## config.mk

```make
export PLATFORM = sky130hd
export DESIGN_NAME = booth_mult_seq
export DESIGN_NICKNAME = d
export VERILOG_FILES = /design/src/rtl/booth_pkg.sv /design/src/rtl/booth_step.sv /design/src/rtl/booth_mult_seq.sv
export SDC_FILE = /design/constraint.sdc
export NUM_CORES = 1
export LEC_CHECK = 0
export CAP_MARGIN = 20
export CORE_UTILIZATION = 55
export CTS_CLUSTER_DIAMETER = 80
export CTS_CLUSTER_SIZE = 25
export DETAILED_ROUTE_END_ITERATION = 10
export PLACE_DENSITY = 0.89
export SYNTH_ARGS = -nofsm -noshare
export SYNTH_HDL_FRONTEND = slang
export SYNTH_SLANG_ARGS = --single-unit
```

## constraint.sdc

```tcl
create_clock -name clk -period 6.6 [get_ports clk]
set_input_delay 1.32 -clock clk [delete_from_list [all_inputs] [get_ports clk]]
set_output_delay 1.32 -clock clk [all_outputs]
set_load 0.03 [all_outputs]
```

## src/rtl/booth_pkg.sv

```systemverilog
// rtl/booth_pkg.sv - shared state encoding and Booth pair decode for booth_mult_seq
package booth_pkg;

    typedef enum logic [1:0] {
        S_IDLE = 2'd0,
        S_CALC = 2'd1,
        S_DONE = 2'd2
    } booth_state_t;

    // {Q[0], qm1} pairs that trigger an add or subtract of M
    localparam logic [1:0] BOOTH_SUB = 2'b10;
    localparam logic [1:0] BOOTH_ADD = 2'b01;

endpackage

```

## src/rtl/booth_step.sv

```systemverilog
// rtl/booth_step.sv - one radix-2 Booth iteration: add/sub of M then arithmetic right shift
module booth_step
    import booth_pkg::*;
#(
    parameter int W = 16
) (
    input  logic [W+1:0] acc,
    input  logic [W:0]   q,
    input  logic         qm1,
    input  logic [W:0]   m,
    output logic [W+1:0] acc_next,
    output logic [W:0]   q_next,
    output logic         qm1_next
);

    logic [W+1:0] m_ext;
    logic [W+1:0] sum;

    assign m_ext = {m[W], m};

    always_comb begin
        sum = acc;
        case ({q[0], qm1})
            BOOTH_SUB: sum = acc - m_ext;
            BOOTH_ADD: sum = acc + m_ext;
            default:   sum = acc;
        endcase
    end

    assign acc_next = {sum[W+1], sum[W+1:1]};
    assign q_next   = {sum[0], q[W:1]};
    assign qm1_next = q[0];

endmodule

```

## src/rtl/booth_mult_seq.sv

```systemverilog
// rtl/booth_mult_seq.sv - sequential radix-2 Booth multiplier, signed/unsigned; BOOTH_BUSY_ERR_EN adds busy_err
module booth_mult_seq
    import booth_pkg::*;
#(
    parameter int W = 16
) (
    input  logic             clk,
    input  logic             rst,
    input  logic             start,
    input  logic             sgn,
    input  logic [W-1:0]     a,
    input  logic [W-1:0]     b,
    output logic             ready,
    output logic             out_valid,
    input  logic             out_ready,
    output logic [2*W-1:0]   product
`ifdef BOOTH_BUSY_ERR_EN
    ,
    output logic             busy_err
`endif
);

    localparam int CW = $clog2(W + 2);
    localparam logic [CW-1:0] ITERS = CW'(W + 1);

    booth_state_t  state;
    logic [W+1:0]  acc;
    logic [W:0]    q;
    logic [W:0]    m;
    logic          qm1;
    logic [CW-1:0] count;

    logic [W+1:0]  acc_n;
    logic [W:0]    q_n;
    logic          qm1_n;

    booth_step #(.W(W)) u_step (
        .acc      (acc),
        .q        (q),
        .qm1      (qm1),
        .m        (m),
        .acc_next (acc_n),
        .q_next   (q_n),
        .qm1_next (qm1_n)
    );

    always_ff @(posedge clk) begin
        if (rst) begin
            state     <= S_IDLE;
            acc       <= '0;
            q         <= '0;
            m         <= '0;
            qm1       <= 1'b0;
            count     <= '0;
            ready     <= 1'b1;
            out_valid <= 1'b0;
            product   <= '0;
        end else begin
            case (state)
                S_IDLE: begin
                    if (start) begin
                        // one extra bit lets unsigned operands ride the signed datapath
                        acc   <= '0;
                        m     <= {sgn & a[W-1], a};
                        q     <= {sgn & b[W-1], b};
                        qm1   <= 1'b0;
                        count <= ITERS;
                        ready <= 1'b0;
                        state <= S_CALC;
                    end
                end
                S_CALC: begin
                    acc   <= acc_n;
                    q     <= q_n;
                    qm1   <= qm1_n;
                    count <= count - CW'(1);
                    if (count == CW'(1)) begin
                        product   <= {acc_n[W-2:0], q_n};
                        out_valid <= 1'b1;
                        state     <= S_DONE;
                    end
                end
                S_DONE: begin
                    if (out_ready) begin
                        out_valid <= 1'b0;
                        ready     <= 1'b1;
                        state     <= S_IDLE;
                    end
                end
                default: begin
                    out_valid <= 1'b0;
                    ready     <= 1'b1;
                    state     <= S_IDLE;
                end
            endcase
        end
    end

`ifdef BOOTH_BUSY_ERR_EN
    always_ff @(posedge clk) begin
        if (rst) begin
            busy_err <= 1'b0;
        end else begin
            busy_err <= start && !ready;
        end
    end
`endif

endmodule

```

Yosys cells after proc, flatten, opt, wreduce, memory -nomap -nowiden. Cells that the tools add are included.

Input port bits: 37. Flip-flop bits (word level): 94. Output and inout port bits: 34.

Equal/unequal tests: 8. Reduce and logical (&&, ||, !) cells: 8. Bitwise operators: 4. Add/sub/neg operators: 3. Multiplexer cells: 18.

Operators by type and width (number): one-hot mux 18 bit (2 select lines) (2); one-hot mux 17 bit (2 select lines) (1); adder 18 bit (1); 2-to-1 mux 18 bit (1); subtractor 18 bit (1); 2-to-1 mux 17 bit (1); one-hot mux 5 bit (2 select lines) (1); AND reduction 3 bit (3); 2-to-1 mux 2 bit (3); inequality test 2 bit (second input constant) (3); one-hot mux 1 bit (3 select lines) (2); one-hot mux 2 bit (3 select lines) (1); AND reduction 2 bit (3); == test 5 x 1 -> 1 bit (second input constant) (1); 2-to-1 mux 5 bit (1); subtractor 5 x 1 -> 5 bit (second input constant) (1); == test 2 x 1 -> 1 bit (second input constant) (2); == test 2 bit (second input constant) (2); 2-to-1 mux 1 bit (4); AND 1 bit (2); zero test 2 bit (1); inverter 1 bit (2); one-hot mux 1 bit (2 select lines) (1); nonzero test 2 bit (1).

Depth between registers and ports, before layout. Gate-level depths: netlist (run 1).

Depth in word-level cells: 3. Mapped depth: 14. Mapped depth without buffers: 14.

Cells and area by module. A second synthesis (run 1) with hierarchy kept.

Cell total of the unflattened synthesis: 704. Area, all modules: 5631.7 µm².

Modules (own cells, without submodules): booth_mult_seq (area an instance 3993.8 µm², seq. area each 1881.8 µm², cells each 468, times used 1); booth_step (area an instance 1637.8 µm², seq. area each 0.0 µm², cells each 236, times used 1).

Least setup slack after synthesis (run 1). OpenSTA, ideal clock, no wires.

Path kind: flip-flop to flip-flop. From: register q[0]. To: register acc[15]. Cell stages (with the launch flop): 13. Required time: 6484 ps. Buffers on the path: 1. Setup slack: 3536 ps. Clock period less this slack: 3064 ps. Arrival: 2948 ps. Cell sequence: dfxtp_1 > inv_1 > ha_1 > clkbuf_1 > mux2_2 > fa_1 > a211oi_4 > o21ai_2 > a2111oi_4 > nor2_2 > a311oi_2 > xnor2_1 > a31o_1.

Longest elaborated chain between the ends: 3. Elaborated cells between the ends (all ways): 4.

Ends and longest elaborated chain: from (decl) (RTL line booth_mult_seq.sv:28) `logic [W:0] q;`; from (signal assigned) (RTL line booth_mult_seq.sv:65) `q <= {sgn & b[W-1], b};`; from (signal assigned) (RTL line booth_mult_seq.sv:74) `q <= q_n;`; == test 2 x 1 -> 1 bit or == test 2 bit (tied branches) (RTL line booth_step.sv:23) `case ({q[0], qm1})`; one-hot mux 18 bit (2 select lines) * (RTL line booth_step.sv:23); one-hot mux 18 bit (2 select lines) * (RTL line booth_mult_seq.sv:59) `case (state)`; to (signal assigned) (RTL line booth_mult_seq.sv:73) `acc <= acc_n;`; to (decl) (RTL line booth_mult_seq.sv:27) `logic [W+1:0] acc;`.

Every way passes the cells marked *; elsewhere a longest branch is shown, timed or not. A chain may end at the register's enable or synchronous reset.

Worst setup path after layout (run 1).
From: register m[2]. To: register acc[16].

Longest elaborated chain between the ends: 3. Elaborated cells between the ends (all ways): 4.

Ends and longest elaborated chain: from (decl) (RTL line booth_mult_seq.sv:29) `logic [W:0] m;`; from (signal assigned) (RTL line booth_mult_seq.sv:64) `m <= {sgn & a[W-1], a};`; adder 18 bit or subtractor 18 bit (tied branches) (RTL line booth_step.sv:25, booth_step.sv:24); one-hot mux 18 bit (2 select lines) * (RTL line booth_step.sv:23); one-hot mux 18 bit (2 select lines) * (RTL line booth_mult_seq.sv:59).

Marks and branches as above.

==> results of run 1 <==
where the power goes:
part / leakage [nW] / internal [mW] / total (mW) / switching [mW]
logic: 1.30 / 0.162 / 0.408 / 0.246
clock network: 0.0914 / 0.153 / 0.374 / 0.221
registers: 0.757 / 0.592 / 0.621 / 0.0291
routing by layer:
metal	GRT usage	vias up
met5	0	-
met4	0.1107	0
met3	0.05766	35
met2	0.5018	174
met1	0.3348	2163
li1	-	2276
sequential cells by signal, summed over array words and instances (netlist names):
name	flops
product	32
acc	17
q	17
ready	1
state	2
count	5
m	17
out_valid	1
qm1	1
cell usage in the layout (no fill, tap or decap), types with 3 or more instances in the layout:
cell type,netlist,routed
a211oi_1,8,8
a21o_1,5,5
a21oi_1,83,83
a21oi_2,3,3
a22oi_1,19,19
a31oi_1,12,12
and2_1,5,5
and3_1,4,4
buf_4,0,5
clkbuf_8,0,10
clkdlybuf4s50_1,0,69
dfxtp_1,93,93
ha_1,21,21
inv_1,11,11
mux2i_1,6,6
nand2_1,110,110
nand2b_1,6,6
nand3_1,24,24
nand4_1,3,3
nor2_1,55,54
nor3_1,14,14
o211ai_1,5,5
o21a_1,3,3
o21ai_0,20,20
o21ai_1,3,3
or4_1,3,3
xnor2_1,10,10
xor2_1,16,16
how the worst min path moves through the flow:
stage | start | to | slack, ns | cells after the start
global placement | product[13] | product[13] | 0.45 | 2
CTS | product[13] | product[13] | 0.47 | 2
floorplan | count[4] | count[4] | 0.44 | 1
detailed placement | product[13] | product[13] | 0.45 | 2
finish | product[8] | product[8] | 0.47 | 2
global route | product[11] | product[11] | 0.48 | 2
through the flow:
step / instances / worst slack [ns] / utilization
2_1_floorplan: 619 / 3.536 / -
6_report: 776 / 3.138 / 0.6891
3_3_place_gp: 759 / 3.295 / 0.6631
3_5_place_dp: 759 / 3.220 / 0.6631
5_1_grt: 776 / 2.872 / 0.6891
4_1_cts: 775 / 3.169 / 0.6858
logic make-up (layout without fill, tap and decap cells):
| family | after synthesis | in the layout |
|---|---|---|
| muxes | 8 | 8 |
| xor gates and xnor gates | 26 | 26 |
| DFF | 93 | 93 |
| buffers and inverters | 51 | 103 |
| AOI/OAI and AO/OA | 180 | 180 |
| and+or+nand+nor | 239 | 239 |
| adders and majority gates | 22 | 22 |
worst reg2reg max path, delay by kind of cell (launching register included):
family                     cells  cell delay, ns
AOI/OAI and AO/OA              8            1.59
and+or+nand+nor                3            0.90
DFF                            1            0.38
adders and majority gates      1            0.36
xor gates and xnor gates       1            0.18
final cells by class:
| type | count | area share |
|---|---|---|
| clock buffer | 10 | 0.02383 |
| clock inverter | 6 | 0.009099 |
| inverter | 11 | 0.007149 |
| multi-input combinational | 475 | 0.4831 |
| sequential | 93 | 0.3224 |
| tap | 105 | 0.02275 |
| timing repair buffer | 76 | 0.1317 |
==> results by group, run 1 <==
Synth
  • Syn Area/Cell: 7.821 µm²
  • Mapped Area: 4841 µm²
  • Seq/Total Area, Yosys: 0.3846
  • EDFF count, synth: 0
  • Net Count, Synth: 678
  • Post-Synth Simple-Gate Area: 0.2163
  • Synth Register Bits: 93
  • Synth area leader: dfxtp_1
  • Mapped Cells: 619
  • Synth cell count leaders: nand2_1, dfxtp_1, a21oi_1
  • Post-synthesis compound-gate area fraction: 0.2365
  • Ys async rst share: 0
  • Most common cell in the netlist: nand2_1
  • YS warnings: 0
  • Post-synth cell types: 54
  • Synth top area cells: dfxtp_1, a21oi_1, nand2_1
  • Main synth FF type: dfxtp_1
  • Multiplexer share of the synthesized area: 0.01706
  • Largest family of logic cells by synthesized area: compound AO/OA/AOI/OAI gates
  • Xor and xnor area share after synthesis: 0.04704
  • Yosys top cell area share: 0.3846
  • Adder-cell area share of the yosys netlist: 0.05841

Cells and area
  • Proportion of layout cells with a drive suffix above 1: 0.05961
  • Multi-input logic area: 2790 µm²
  • Area Overhead vs Synth: 19.31%
  • Fin area: 5776 µm²
  • FILL cells: 655
  • Reg area: 1862 µm²
  • Number of inserted diodes: 0
  • Nets: 725

Worst setup path
  • Kind of cell adding the most delay to the critical path: compound AO/OA/AOI/OAI gates
  • Worst EP required: 6.91 ns
  • Critical Path Start: m[2]
  • Reg2Reg Setup Slack: 3.14 ns
  • Crit Path Max Fanout: 6
  • Worst Reg2Reg Path Length in Cells: 13
  • Crit path depth: 13
  • Setup crit end: acc[16]
  • CP max stage cell: nor4_1
  • CP arrival: 3.78 ns
  • Setup Crit Path Kind: flop to flop
  • Crit path buffers/inverters: 0
  • CP Launch Type: flop
  • Most frequent CP cell: a21oi_1
  • Crit end category: flop
  • CP cell instances: nor4_1 -> and2_1 -> a21o_1 -> o21ai_0 -> xor2_1 -> ha_1 -> a21oi_1 -> o21ai_0 -> a221o_1 -> a21oi_1 -> o31ai_1 -> a21oi_1 -> nand3b_1
  • Capturing point of the worst reg2reg path: acc[16]
  • Worst path max stage delay: 0.54 ns
  • Worst reg2reg startpoint: m[2]

Power
  • Total Power: 1.404 mW
  • P_leak: 2.149 nW
  • PD cells: 243.0 nW/µm²
  • Peak VDD IR: 0.1503 mV

Timing
  • Crit path time final: 3.462 ns
  • Worst-Margin Slew: 1.068 ns
  • Period utilization: 0.5245
  • Max Clock Freq: 288.9 MHz
  • Hold WS: 0.4652 ns
  • Final Hold Vio Count: 0
  • Fin Clk Skew: 0.009889 ns
  • Final Max Slew Viols: 0
  • Setup TNS: 0 ns
  • RSZ-0062 raised after global routing: no
  • Max_slew headroom: 0.2878
  • Final setup vio count: 0

Detailed routing
  • Met1 wire length: 5082 µm
  • DRT Wirelength: 12280 µm
  • Drt pass-1 iters: 6
  • Routed vias: 4648
  • Met2 WL: 6126 µm
  • Post-route ant nets: 0
  • Met3 WL post-DR: 757 µm
  • Avg WL per Cell: 15.82 µm
  • Top routing layer in use: met4
  • DR iter-0 viols: 277
  • Vias per cell: 5.990
  • Remaining DRCs: 0

Placed design
  • Final GP Congestion: 0.8632
  • Input/output buffers: 70
  • DP Wirelength: 8222 µm
  • Post-Place Cell Area: 5558 µm²

Die
  • # IOs: 71
  • Die ar.: 9181 µm²
  • Chip width: 95.82 µm
  • Initial Utilization: 0.5775
  • Std-Cell Rows: 33
  • CORE AREA: 8382 µm²
  • Die H: 95.82 µm

GRT
  • First-pass GRT wire length: 20250 µm
  • Congestion Overflow GR: 0
  • Global-route usage over all layers: 0.2834
  • Initial antenna violation count: 0
  • Vias in the first global route: 4390
  • Largest net degree at the start of global routing: 60

Clock tree
  • Root Driver: clkbuf_8
  • Clk_lat worst skew: 0.37 ns
  • Cts bufs inserted: 9
  • CTS resizes: 0
  • Post-CTS setup buffer count: 0
  • CTS Buffer Depth: 2
  • Clock transition at path regs: 0.10 ns
  • Cts hold-fix bufs: 0
  • # H-tree levels: 3
  • # clock sinks: 93
  • CTS tree: built

Status
  • Outcome: finished, final reports clean

Job
  • Max Cap Violations: 0

Worst hold path
  • Worst hold-check path type: flop to flop
(Power assumes the default switching activity.)
==> run 2, diff against run 1 <==
Clock period 6.6 ns to 3.5 ns, I/O delays scaled along.
==> results by group, run 2 (synthesized netlist as in run 1, its figures left out) <==
Worst setup path
  • Worst EP required: 3.76 ns (was 6.91 ns)
  • Reg2Reg Setup Slack: 0.28 ns (was 3.14 ns)
  • Critical Path Start: m[2] (unchanged)
  • Capturing point of the worst reg2reg path: acc[16] (unchanged)
  • Worst reg2reg startpoint: m[2] (unchanged)
  • Setup Crit Path Kind: flop to flop (unchanged)
  • Crit end category: flop (unchanged)
  • Crit Path Max Fanout: 6 (unchanged)
  • CP Launch Type: flop (unchanged)
  • Setup crit end: acc[16] (unchanged)
  • CP arrival: 3.48 ns (was 3.78 ns)
  • Worst Reg2Reg Path Length in Cells: 13 (unchanged)

GRT
  • Vias in the first global route: 4325 (was 4390)
  • Initial antenna violation count: 0 (unchanged)
  • Global-route usage over all layers: 0.2749 (was 0.2834)
  • Largest net degree at the start of global routing: 62 (was 60)
  • First-pass GRT wire length: 19730 µm (was 20250 µm)
  • Congestion Overflow GR: 0 (unchanged)

Timing
  • Final Hold Vio Count: 0 (unchanged)
  • Max Clock Freq: 310.4 MHz (was 288.9 MHz)
  • Final Max Slew Viols: 0 (unchanged)
  • Period utilization: 0.9206 (was 0.5245)
  • Final setup vio count: 0 (unchanged)
  • Setup TNS: 0 ns (unchanged)
  • Max_slew headroom: 0.3526 (was 0.2878)
  • RSZ-0062 raised after global routing: no (unchanged)
  • Crit path time final: 3.222 ns (was 3.462 ns)
  • Worst-Margin Slew: 0.9712 ns (was 1.068 ns)
  • Fin Clk Skew: 0.01147 ns (was 0.009889 ns)

Worst hold path
  • Hold path startpoint: product[13] (was product[8])
  • Worst hold-check path type: flop to flop (unchanged)

Cells and area
  • Proportion of layout cells with a drive suffix above 1: 0.06519 (was 0.05961)
  • FILL cells: 661 (was 655)
  • Most frequent cells in the layout: nand2_1, dfxtp_1, a21oi_1 (unchanged)
  • Area Overhead vs Synth: 19.54% (was 19.31%)
  • Leading cell type in the layout, fill and taps excluded: nand2_1 (unchanged)
  • Top reg by flops: product (unchanged)
  • Max reg flops: 32 (unchanged)
  • Multi-input logic area: 2790 µm² (unchanged)
  • Fin util: 0.6904 (was 0.6891)
  • Nets: 729 (was 725)
  • Number of inserted diodes: 0 (unchanged)
  • Fin area: 5787 µm² (was 5776 µm²)
  • Reg area: 1862 µm² (unchanged)

Clock tree
  • # clock sinks: 93 (unchanged)
  • Root Driver: clkbuf_8 (unchanged)
  • # H-tree levels: 3 (unchanged)
  • Post-CTS setup buffer count: 0 (unchanged)
  • CTS resizes: 0 (unchanged)
  • Cts bufs inserted: 9 (unchanged)
  • Clock transition at path regs: 0.09 ns (was 0.10 ns)
  • Cts hold-fix bufs: 0 (unchanged)
  • Clk_lat worst skew: 0.37 ns (about the same)
  • CTS tree: built (unchanged)
  • CTS Buffer Depth: 2 (unchanged)

Detailed routing
  • Drt pass-1 iters: 5 (was 6)
  • Avg WL per Cell: 15.41 µm (was 15.82 µm)
  • Post-route ant nets: 0 (unchanged)
  • Remaining DRCs: 0 (unchanged)
  • Routed vias: 4650 (was 4648)
  • Vias per cell: 5.962 (was 5.990)
  • DR iter-0 viols: 307 (was 277)
  • DRT Wirelength: 12020 µm (was 12280 µm)

Die
  • Die H: 95.82 µm (unchanged)
  • Chip width: 95.82 µm (unchanged)
  • CORE AREA: 8382 µm² (unchanged)
  • Initial Utilization: 0.5775 (unchanged)
  • # IOs: 71 (unchanged)
  • Std-Cell Rows: 33 (unchanged)
  • Die ar.: 9181 µm² (unchanged)

Power
  • P_leak: 2.163 nW (was 2.149 nW)
  • PD cells: 457.8 nW/µm² (was 243.0 nW/µm²)
  • Peak VDD IR: 0.2574 mV (was 0.1503 mV)

Job
  • Max Cap Violations: 0 (unchanged)

Status
  • Outcome: finished, final reports clean (unchanged)

Placed design
  • Post-Place Cell Area: 5595 µm² (was 5558 µm²)
  • Input/output buffers: 70 (unchanged)
  • Final GP Congestion: 0.9236 (was 0.8632)
  • DP Wirelength: 8459 µm (was 8222 µm)
-- run 2: report_power, final --
part	internal [mW]	total (mW)	switching, mW
registers	1.12	1.17	0.0549
logic	0.307	0.766	0.459
clock network	0.289	0.712	0.423
-- run 2: worst min path at each step --
stage	endpoint	cells past startpoint
final	product[13]	2
after global routing	product[11]	2
after CTS	product[13]	2
after detailed placement	product[13]	2
after global placement	product[15]	2
after floorplan	count[4]	1
-- run 2: cell type report --
cell class                 count  share of cell area
tap                          105             0.02270
clock inverter                 6            0.009297
clock buffer                  10             0.02378
timing repair buffer          80              0.1332
inverter                      11            0.007135
sequential                    93              0.3217
multi-input combinational    475              0.4822
-- run 2: worst max-delay path, stage by stage (launching register included) --
cell	delay [ns]
dfxtp_1	0.37
nor4_1	0.37
and2_1	0.23
a21o_1	0.20
o21ai_0	0.13
xor2_1	0.16
ha_1	0.36
a21oi_1	0.40
o21ai_0	0.16
a221o_1	0.31
a21oi_1	0.14
o31ai_1	0.10
o21ai_0	0.09
nand3b_1	0.09
-- run 2: per-layer routing --
layer,track usage,wire (µm)
met1,0.3480,5280
met4,0.1045,289
met2,0.4655,5772
met5,0,0
met3,0.04897,674
-- run 2: metrics by stage --
step	power [mW]	setup WS [ns]	cells	hold WS (ns)
floorplan	1.743	0.4362	619	0.4441
global placement	1.919	0.4600	764	0.4441
detailed placement	1.946	0.3615	764	0.4513
CTS	2.641	0.3296	780	0.4673
global route	2.785	0.01896	780	0.4828
finish	2.649	0.2779	780	0.4619
==> run 3, diff against run 2 <==
Settings changed: CAP_MARGIN 20 to 40, SKIP_LAST_GASP set to 1.
==> results by group, run 3 (synthesized netlist as in run 1, its figures left out) <==
Power
  • Clock power frac: 0.296 (was 0.269)
  • Comb power frac: 0.279 (was 0.289)
  • Psw: 0.9280 mW (was 0.9368 mW)
  • Switch share: 0.3359 (was 0.3536)
  • Total Power: 2.763 mW (was 2.649 mW)
  • Internal power: 1.835 mW (was 1.713 mW)
  • PD cells: 473.5 nW/µm² (was 457.8 nW/µm²)
  • P_leak: 2.184 nW (was 2.163 nW)
  • Flop pwr share: 0.424 (was 0.442)
  • Peak VDD IR: 0.2654 mV (was 0.2574 mV)

Die
  • CORE AREA: 8382 µm² (unchanged)
  • Die H: 95.82 µm (unchanged)
  • # IOs: 71 (unchanged)
  • Die ar.: 9181 µm² (unchanged)
  • Std-Cell Rows: 33 (unchanged)
  • Initial Utilization: 0.5775 (unchanged)
  • Chip width: 95.82 µm (unchanged)

Timing
  • Final Hold Vio Count: 0 (unchanged)
  • Max_slew headroom: 0.4480 (was 0.3526)
  • RSZ-0062 raised after global routing: no (unchanged)
  • Fin Clk Skew: 0.01179 ns (was 0.01147 ns)
  • Hold WS: 0.4609 ns (was 0.4619 ns)
  • Fin worst setup slack: 0.3050 ns (was 0.2779 ns)
  • Setup TNS: 0 ns (unchanged)
  • Max Clock Freq: 313.0 MHz (was 310.4 MHz)
  • Period utilization: 0.9129 (was 0.9206)
  • Worst-Margin Slew: 0.8280 ns (was 0.9712 ns)
  • Final Max Slew Viols: 0 (unchanged)
  • Final setup vio count: 0 (unchanged)
  • Crit path time final: 3.195 ns (was 3.222 ns)

Worst hold path
  • Worst Hold Depth: 2 (unchanged)
  • Worst hold-check path type: flop to flop (unchanged)

Clock tree
  • Clock transition at path regs: 0.09 ns (about the same)
  • CTS Buffer Depth: 2 (unchanged)
  • Post-CTS setup buffer count: 0 (unchanged)
  • CTS tree: built (unchanged)
  • # clock sinks: 93 (unchanged)
  • Clk_lat worst skew: 0.37 ns (about the same)
  • # H-tree levels: 3 (unchanged)
  • Cts bufs inserted: 9 (unchanged)
  • Root Driver: clkbuf_8 (unchanged)

Worst setup path
  • Capturing point of the worst reg2reg path: acc[15] (was acc[16])
  • CP arrival: 3.46 ns (was 3.48 ns)
  • Reg2Reg Setup Slack: 0.31 ns (was 0.28 ns)
  • Worst reg2reg startpoint: m[0] (was m[2])
  • Critical Path Start: m[0] (was m[2])
  • Setup Crit Path Kind: flop to flop (unchanged)
  • Worst Reg2Reg Path Length in Cells: 11 (was 13)
  • Setup crit end: acc[15] (was acc[16])
  • Crit Path Max Fanout: 5 (was 6)
  • CP Launch Type: flop (unchanged)
  • Worst EP required: 3.77 ns (was 3.76 ns)
  • Crit end category: flop (unchanged)

Cells and area
  • Nets: 730 (was 729)
  • Max reg flops: 32 (unchanged)
  • Top reg by flops: product (unchanged)
  • Most frequent cells in the layout: nand2_1, dfxtp_1, a21oi_1 (unchanged)
  • Proportion of layout cells with a drive suffix above 1: 0.06667 (was 0.06519)
  • Leading cell type in the layout, fill and taps excluded: nand2_1 (unchanged)
  • Number of inserted diodes: 0 (unchanged)
  • Fin area: 5834 µm² (was 5787 µm²)
  • FILL cells: 665 (was 661)
  • Final Non-Filler Cells: 780 (unchanged)
  • Fin util: 0.6961 (was 0.6904)
  • Area Overhead vs Synth: 20.52% (was 19.54%)

Detailed routing
  • Routed vias: 4711 (was 4650)
  • Post-route ant nets: 0 (unchanged)
  • Drt pass-1 iters: 5 (unchanged)
  • DR iter-0 viols: 351 (was 307)
  • Avg WL per Cell: 15.51 µm (was 15.41 µm)
  • Vias per cell: 6.040 (was 5.962)
  • DRT Wirelength: 12100 µm (was 12020 µm)
  • Remaining DRCs: 0 (unchanged)

GRT
  • Global-route usage over all layers: 0.2784 (was 0.2749)
  • Vias in the first global route: 4514 (was 4325)
  • First-pass GRT wire length: 20090 µm (was 19730 µm)
  • Largest net degree at the start of global routing: 62 (unchanged)
  • Congestion Overflow GR: 0 (unchanged)
  • Initial antenna violation count: 0 (unchanged)

Placed design
  • Worst slack, placed: 0.3259 ns (was 0.3615 ns)
  • Final GP Congestion: 0.9236 (unchanged)
  • DP Cell Count: 765 (was 764)
  • Post-Place Cell Area: 5610 µm² (was 5595 µm²)
  • Input/output buffers: 70 (unchanged)
  • DP Wirelength: 8431 µm (was 8459 µm)

Job
  • Max Cap Violations: 0 (unchanged)

Status
  • Outcome: finished, final reports clean (unchanged)
-- run 3: critical path, cell delays in order (launching register included) --
cell	delay [ns]
dfxtp_1	0.42
inv_1	0.08
ha_1	0.28
mux2_2	0.29
fa_1	0.49
a211oi_4	0.35
o21ai_2	0.14
a2111oi_4	0.36
nor2_2	0.10
a311oi_2	0.27
xnor2_1	0.10
a31o_1	0.22
-- run 3: power by group through the flow --
stage	sequential, mW	combinational (mW)	clock, mW
final	1.17	0.772	0.819
after global routing	1.18	0.852	0.862
after CTS	1.17	0.761	0.823
after detailed placement	1.19	0.755	0
after global placement	1.19	0.728	0
after floorplan	1.20	0.539	0
-- run 3: how the worst min path moves through the flow --
stage          slack (ns)           to         from
6_report             0.46  product[13]  product[13]
5_1_grt              0.48  product[11]  product[11]
4_1_cts              0.47  product[13]  product[13]
3_5_place_dp         0.45  product[13]  product[13]
3_3_place_gp         0.44  product[15]  product[15]
2_1_floorplan        0.44     count[4]     count[4]
-- run 3: final cells by class --
class / instances / area, µm² / area share
Timing Repair Buffer: 81 / 785.8 / 0.1347
Sequential cell: 93 / 1862 / 0.3191
Multi-Input combinational cell: 475 / 2794 / 0.4789
Inverter: 11 / 41.29 / 0.007077
Clock inverter: 6 / 96.34 / 0.01651
Tap cell: 105 / 131.4 / 0.02252
Clock buffer: 9 / 123.9 / 0.02123
-- run 3: timing repair --
item                                    4_1_cts  5_1_grt
gates resized for setup                       0        1
hold buffers                                  0        0
endpoints found under the setup margin        0        3
-- run 3: metal layers --
layer,vias up,track usage,part of all wire
li1,2273,-,-
met5,-,0,0
met1,2237,0.3384,0.43
met2,166,0.4732,0.48
met4,0,0.1244,0.029
met3,35,0.05766,0.057
